$ cat src/rtl/data_mem_arbiter_pkg.sv
// Shared types for the data-memory arbiter: FSM states, requester ids and the request record.
package data_mem_arbiter_pkg;

  typedef enum logic [1:0] {
    IDLE   = 2'd0,
    ACCESS = 2'd1,
    RESP   = 2'd2
  } state_t;

  localparam logic PORT_CPU = 1'b0;
  localparam logic PORT_DMA = 1'b1;

  localparam int REQ_ADDR_W = 32;
  localparam int REQ_DATA_W = 32;

  typedef struct packed {
    logic [REQ_ADDR_W-1:0] addr;
    logic [REQ_DATA_W-1:0] wdata;
    logic                  we;
  } req_t;

endpackage

$ cat src/rtl/dmarb_grant.sv
// Winner select for the two requesters. Fixed priority (port 0 first) by default;
// defining DMARB_ROUND_ROBIN_EN adds a 1-bit preferred-port pointer.
module dmarb_grant
  import data_mem_arbiter_pkg::*;
(
  input  logic clk,
  input  logic reset,
  input  logic i_valid0,
  input  logic i_valid1,
  input  logic i_take,
  output logic o_grant_id,
  output logic o_grant_valid
);

  assign o_grant_valid = i_valid0 | i_valid1;

`ifdef DMARB_ROUND_ROBIN_EN
  logic r_ptr;

  // After a grant the other port becomes preferred.
  always_ff @(posedge clk or posedge reset) begin
    if (reset) begin
      r_ptr <= PORT_CPU;
    end else if (i_take && o_grant_valid) begin
      r_ptr <= ~o_grant_id;
    end
  end

  always_comb begin
    o_grant_id = PORT_CPU;
    if (i_valid0 && i_valid1) begin
      o_grant_id = r_ptr;
    end else if (i_valid1) begin
      o_grant_id = PORT_DMA;
    end
  end
`else
  logic w_unused;
  assign w_unused   = &{1'b0, clk, reset, i_take};
  assign o_grant_id = i_valid0 ? PORT_CPU : (i_valid1 ? PORT_DMA : PORT_CPU);
`endif

endmodule

$ cat src/rtl/data_mem_arbiter.sv
// Two-port arbiter/sequencer in front of a single-port data memory: accept, one access cycle,
// one response cycle. Optional round-robin arbitration via DMARB_ROUND_ROBIN_EN (see dmarb_grant).
module data_mem_arbiter
  import data_mem_arbiter_pkg::*;
#(
  parameter int MEM_BYTES = 256,
  parameter int ADDR_W    = REQ_ADDR_W,
  parameter int DATA_W    = REQ_DATA_W
) (
  input  logic              clk,
  input  logic              reset,
  input  logic              req0_valid,
  output logic              req0_ready,
  input  logic [ADDR_W-1:0] req0_addr,
  input  logic [DATA_W-1:0] req0_wdata,
  input  logic              req0_we,
  output logic              rsp0_valid,
  output logic [DATA_W-1:0] rsp0_rdata,
  output logic              rsp0_err,
  input  logic              req1_valid,
  output logic              req1_ready,
  input  logic [ADDR_W-1:0] req1_addr,
  input  logic [DATA_W-1:0] req1_wdata,
  input  logic              req1_we,
  output logic              rsp1_valid,
  output logic [DATA_W-1:0] rsp1_rdata,
  output logic              rsp1_err,
  output logic [ADDR_W-1:0] mem_addr,
  output logic [DATA_W-1:0] mem_wdata,
  output logic              mem_read,
  output logic              mem_write,
  input  logic [DATA_W-1:0] mem_rdata
);

  state_t            r_state;
  state_t            w_state_next;
  req_t              w_sel;
  req_t              r_req;
  logic              r_id;
  logic              r_err;
  logic [DATA_W-1:0] r_rdata;
  logic              w_grant_id;
  logic              w_grant_valid;
  logic              w_take;
  logic              w_err;

  assign w_take = (r_state == IDLE) && w_grant_valid;

  dmarb_grant u_grant (
    .clk          (clk),
    .reset        (reset),
    .i_valid0     (req0_valid),
    .i_valid1     (req1_valid),
    .i_take       (w_take),
    .o_grant_id   (w_grant_id),
    .o_grant_valid(w_grant_valid)
  );

  assign w_sel = (w_grant_id == PORT_DMA) ? {req1_addr, req1_wdata, req1_we}
                                          : {req0_addr, req0_wdata, req0_we};
  assign w_err = (w_sel.addr[1:0] != 2'b00) || (w_sel.addr >= ADDR_W'(MEM_BYTES));

  always_ff @(posedge clk or posedge reset) begin
    if (reset) begin
      r_state <= IDLE;
    end else begin
      r_state <= w_state_next;
    end
  end

  always_ff @(posedge clk or posedge reset) begin
    if (reset) begin
      r_req   <= '0;
      r_id    <= PORT_CPU;
      r_err   <= 1'b0;
      r_rdata <= '0;
    end else begin
      if (w_take) begin
        r_req <= w_sel;
        r_id  <= w_grant_id;
        r_err <= w_err;
      end
      // Writes and rejected requests return zero data.
      if (r_state == ACCESS) begin
        r_rdata <= (!r_err && !r_req.we) ? mem_rdata : '0;
      end
    end
  end

  always_comb begin
    w_state_next = r_state;
    req0_ready   = 1'b0;
    req1_ready   = 1'b0;
    mem_addr     = '0;
    mem_wdata    = '0;
    mem_read     = 1'b0;
    mem_write    = 1'b0;
    rsp0_valid   = 1'b0;
    rsp0_rdata   = '0;
    rsp0_err     = 1'b0;
    rsp1_valid   = 1'b0;
    rsp1_rdata   = '0;
    rsp1_err     = 1'b0;
    case (r_state)
      IDLE: begin
        if (w_grant_valid) begin
          w_state_next = ACCESS;
          req0_ready   = (w_grant_id == PORT_CPU);
          req1_ready   = (w_grant_id == PORT_DMA);
        end
      end
      ACCESS: begin
        w_state_next = RESP;
        if (!r_err) begin
          mem_addr  = r_req.addr;
          mem_wdata = r_req.wdata;
          mem_write = r_req.we;
          mem_read  = !r_req.we;
        end
      end
      RESP: begin
        w_state_next = IDLE;
        if (r_id == PORT_CPU) begin
          rsp0_valid = 1'b1;
          rsp0_rdata = r_rdata;
          rsp0_err   = r_err;
        end else begin
          rsp1_valid = 1'b1;
          rsp1_rdata = r_rdata;
          rsp1_err   = r_err;
        end
      end
      default: w_state_next = IDLE;
    endcase
  end

endmodule

$ cat config.mk
export PLATFORM = sky130hd
export DESIGN_NAME = data_mem_arbiter
export DESIGN_NICKNAME = d
export VERILOG_FILES = /design/src/rtl/data_mem_arbiter_pkg.sv /design/src/rtl/dmarb_grant.sv /design/src/rtl/data_mem_arbiter.sv
export SDC_FILE = /design/constraint.sdc
export NUM_CORES = 1
export LEC_CHECK = 0
export BUFFER_PORTS_ARGS = -buffer_cell sky130_fd_sc_hd__buf_4
export CORE_MARGIN = 5
export CORE_UTILIZATION = 45
export DETAILED_ROUTE_END_ITERATION = 8
export PLACE_DENSITY = 0.82
export SLEW_MARGIN = 20
export SYNTH_ARGS = -nofsm -noshare
export SYNTH_HDL_FRONTEND = slang
export SYNTH_HIERARCHICAL = 1
export SYNTH_SLANG_ARGS = --single-unit
$ cat constraint.sdc
create_clock -name clk -period 10.2 [get_ports clk]
set_clock_uncertainty 0.05 [all_clocks]
set_input_delay 2.04 -clock clk [delete_from_list [all_inputs] [get_ports clk]]
set_output_delay 2.04 -clock clk [all_outputs]
set_load 0.01 [all_outputs]
**Word level (Yosys, flattened, before mapping)**

Cells that the tools add are included.

- Order comparisons: 1
- Eq/ne operators: 3
- Muxes and demuxes: 30
- Bitwise operators: 2
- Reduce and logical (&&, ||, !) cells: 7

Operator list:

| operator | count |
|---|---|
| 32-bit 2-to-1 mux | 9 |
| 65-bit 2-to-1 mux | 1 |
| 32-bit by 9-bit greater-or-equal comparator with 1-bit output, second input constant | 1 |
| 1-bit 2-to-1 mux | 18 |
| 2-bit one-hot mux with 2 select lines | 1 |
| 2-bit by 1-bit equality test with 1-bit output, second input constant | 1 |
| 2-bit equality test, second input constant | 1 |
| 1-bit logical AND | 2 |
| 1-bit zero test | 2 |
| 2-bit zero test | 1 |
| 2-bit 2-to-1 mux | 1 |
| 2-bit inequality test, second input constant | 1 |
| 2-bit nonzero test | 1 |
| 1-bit logical OR | 1 |
| 1-bit NOT | 1 |
| 1-bit bitwise OR | 1 |

- Register bits after elaboration: 101
- Output and inout bits: 136
- Logic and storage cells: 50

**Logic depth before layout (Yosys ltp)**

- Word-level depth: 5
- Gate-level depth with buffers: 7

**Hierarchy**

The synthesis kept the hierarchy.

By module, submodules not included:

| module | instances | cells each | area each (um^2) |
|---|---|---|---|
| data_mem_arbiter | 1 | 539 | 5298.8 |
| dmarb_grant | 1 | 2 | 12.5 |

**Worst setup path before layout**

Ideal clock, no wire load.

- Path kind: input to output
- Start: in req1_valid
- End: out req1_ready
- Arrival time: 2.859 ns
- Path slack: 5.251 ns
- Stages: 5
- Cell sequence: or2_1 > nor3b_1 > buf_2 > buf_2 > and2_1

- Cells in the longest elaborated chain, start to end: 4
- Elaborated cells between the ends (all ways): 5
- Those cells by class: mux (4); bitwise (1)

Ends and longest elaborated chain:

| element | RTL line | source |
|---|---|---|
| from (decl) | data_mem_arbiter.sv:20 | `input logic req1_valid,` |
| 1-bit 2-to-1 mux (2 in a row) | dmarb_grant.sv:40 | `assign o_grant_id = i_valid0 ? PORT_CPU : (i_valid1 ? PORT_DMA : PORT_CPU);` |
| 1-bit 2-to-1 mux * | data_mem_arbiter.sv:106 | `if (w_grant_valid) begin` |
| 1-bit 2-to-1 mux * | data_mem_arbiter.sv:104 | `case (r_state)` |
| to (decl) | data_mem_arbiter.sv:21 | `output logic req1_ready,` |

Mark *: on every way between the ends. The rest lies on a longest branch, timed or not.

**Worst setup path after layout**

- Start: in req1_valid
- End: out req1_ready

- Elaborated cells between the ends (all ways): 5
- Those cells by class: mux (4); bitwise (1)

RTL lines:

| element | RTL line | source |
|---|---|---|
| 1-bit bitwise OR | dmarb_grant.sv:15 | `assign o_grant_valid = i_valid0 \| i_valid1;` |
| via w_grant_valid | data_mem_arbiter.sv:43 | `logic w_grant_valid;` |
| 1-bit 2-to-1 mux | data_mem_arbiter.sv:106 |  |
| 1-bit 2-to-1 mux | data_mem_arbiter.sv:104 |  |

The timed path passes the listed nets, and every way through them passes these cells.

==> flow_metrics.py <==
metrics = {
    "status": {
        "status": "finished, final reports clean",
    },
    "cts": {
        "post_cts_resized": 0,
        "clock_sinks": 101,
        "cts_buffer_depth": 2,
        "clk_latency_ns": 0.33,
        "cts_made_buffers": 9,
        "root_buffer": "clkbuf_16",
        "htree_levels": 3,
        "clk_pin_slew_ns": 0.07,
        "post-cts-setup-buffers": 0,
        "cts_tree": "yes",
        "hold_buffers": 0,
    },
    "sta": {
        "finalSetupTns_ns": 0,
        "worst_slew_pin_slew_ns": 1.04,
        "relSlewSlack_pct": 31.0,
        "report.final.slew_viol_count": 0,
        "period_minus_slack_ns": 5.19,
        "finalCritPeriodShare_pct": 50.9,
        "finalSetupViolations": 0,
        "grt_setup_unrepaired": "no",
        "fmax_mhz": 193,
        "hold_viol_final": 0,
        "fin_hold_ws_ns": 0.453,
    },
    "logic_synthesis": {
        "synth_area_per_cell_um2": 9.82,
        "synth_top_family_by_area": "simple AND/OR/NAND/NOR gates",
        "ys_seq_area_share_pct": 47.6,
        "synth_adder_area_share_pct": 0,
        "synth.net_count": 707,
        "synth-compound-area-share_pct": 11.8,
        "syn_inst": 541,
        "synth-simple-area-share_pct": 23.9,
        "syn-cell-area_um2": 5310,
        "yosys.area_share.xor_xnor_pct": 0,
        "yosys_warnings": 6,
        "ys_seq_elements": 101,
        "synthMuxAreaShare_pct": 12.7,
        "synth.distinct_cells": 28,
    },
    "power_and_ir_drop": {
        "power.leakage_uw": 0.00398,
        "power_density_nw_per_um2": 170,
        "vdd_drop_max_uv": 130,
    },
    "global_routing": {
        "grt.overflow.total": 0,
        "track_usage_pct": 23.7,
        "grt_max_degree": 111,
        "antenna_found_initial": 0,
        "grt_pass1_wl_um": 26800,
        "grt_pass1_vias": 5171,
    },
    "worst_hold_path": {
        "worstHoldStart": "r_req[33]",
        "holdCritPathClass": "flip-flop to flip-flop",
    },
    "drt": {
        "drc": 0,
        "num_vias": 4995,
        "dr.first_iter.drc_count": 331,
        "dr_wl_met2_um": 8660,
        "routed.top_layer": "met4",
        "wl_met3_um": 1550,
        "via_per_inst": 5.17,
        "dr.pass1.iters": 4,
        "final_antenna_net_count": 0,
        "wl_um": 17200,
        "wire_per_inst_um": 17.8,
        "drt-met1-wl_um": 6500,
    },
    "final_layout": {
        "mostFrequentLayoutCell": "buf_4",
        "syn2layout_area_growth_pct": 50.2,
        "drive_above_1_share_pct": 40.3,
        "final_nets": 984,
        "antenna_cells": 0,
        "final_cell_mix": "buf_4, and2_1, dfrtp_1",
        "seq_area_um2": 2530,
        "n_fill_cell": 928,
        "multi_input_area_um2": 2580,
    },
    "flow_run": {
        "maxCapViolations": 0,
    },
    "worst_setup_path": {
        "r2r-start": "r_state[0]",
        "critPathMostFrequentCell": "buf_4",
        "worst_setup_path_start_kind": "input port",
        "cp-end-kind": "output port",
        "crit_chain": "buf_4 -> or2_1 -> nor3b_2 -> buf_4 -> and2_1 -> buf_4",
        "slowest_delay_ns": 0.24,
        "worstPathMaxFanout": 25,
        "cp.arrival_ns": 3.10,
        "crit_type": "input port to output port",
        "slowest_stage": "or2_1",
        "startpoint": "req1_valid",
        "required_ns": 8.11,
    },
    "placement": {
        "io_buffers": 301,
        "gp_congestion": 0.833,
        "dp_hpwl_um": 13100,
    },
    "floorplan": {
        "fp.dieH_um": 119,
        "ios": 302,
        "dieArea_um2": 14100,
        "die_width_um": 119,
        "start_util_pct": 46.1,
        "core_area_um2": 11500,
        "row_count": 39,
    },
}
-- cell usage after synthesis (all sizes together) --
master / instances / area share [%]
a211oi: 1 / 0.14
a21oi: 66 / 6.2
a22o: 32 / 5.3
and2: 132 / 16
and3b: 1 / 0.16
buf: 30 / 2.9
clkbuf: 13 / 1.0
dfrtp: 101 / 48
inv: 2 / 0.14
mux2: 1 / 0.21
mux2i: 66 / 12
nand2: 1 / 0.071
nand2b: 1 / 0.12
nand3: 2 / 0.19
nand4: 2 / 0.24
nor2: 69 / 4.9
nor2b: 2 / 0.24
nor3: 5 / 0.68
nor3b: 4 / 0.66
nor4: 8 / 0.94
o21a: 1 / 0.14
or2: 1 / 0.12
-- cell type report --
type,instances,share of cell area [%]
Multi-Input combinational cell,395,32.4
Clock inverter,5,1.04
Timing Repair Buffer,309,29.3
Sequential cell,101,31.7
Inverter,2,0.126
Clock buffer,11,3.17
Tap cell,143,2.24
-- report_power, final --
group | internal (µW) | total (µW) | switching [µW]
logic | 153 | 374 | 222
clock network | 229 | 378 | 149
registers | 533 | 605 | 71.6
-- critical path: cells and delay by family --
| family | cells | cell delay [ns] |
|---|---|---|
| simple gates | 3 | 0.59 |
| buf+inv | 3 | 0.48 |
-- metrics by stage --
stage	instances	setup WS [ns]	total power [µW]	area, µm²	utilization (%)
6_report	966	5.01	1360	7980	69.3
5_1_grt	966	4.97	1440	7980	69.3
4_1_cts	965	5.01	1370	7950	69.0
3_5_place_dp	949	5.02	985	7610	66.1
3_3_place_gp	949	5.04	957	7610	66.1
2_1_floorplan	541	5.25	852	5310	-
-- metal layers --
| layer | GRT usage [%] | up-vias |
|---|---|---|
| li1 | - | 2390 |
| met1 | 27.2 | 2367 |
| met2 | 41.0 | 207 |
| met3 | 8.50 | 31 |
| met4 | 8.25 | 0 |
| met5 | 0 | - |
-- worst paths after layout --
| kind | endpoint | slack, ns | cells past startpoint |
|---|---|---|---|
| setup / recovery | req1_ready | 5.01 | 6 |
| hold / removal | r_req[33] | 0.45 | 1 |
| setup reg to reg | r_err | 7.56 | 6 |
| hold reg to reg | r_req[33] | 0.45 | 1 |
| max in group asynchronous | r_req[62] | 7.22 | 3 |
| min in group asynchronous | r_rdata[2] | 1.68 | 2 |
-- flip-flops by register name (all words and copies together) (netlist names) --
name and cells:
r_rdata 32, r_state 2, r_id 1, r_err 1
r_req 65
-- cells by family after synthesis --
family	Yosys count
compound gates	100
buf+inv	45
flops	101
mux	67
simple gates	228
Power figures use the tool's default switching activity.
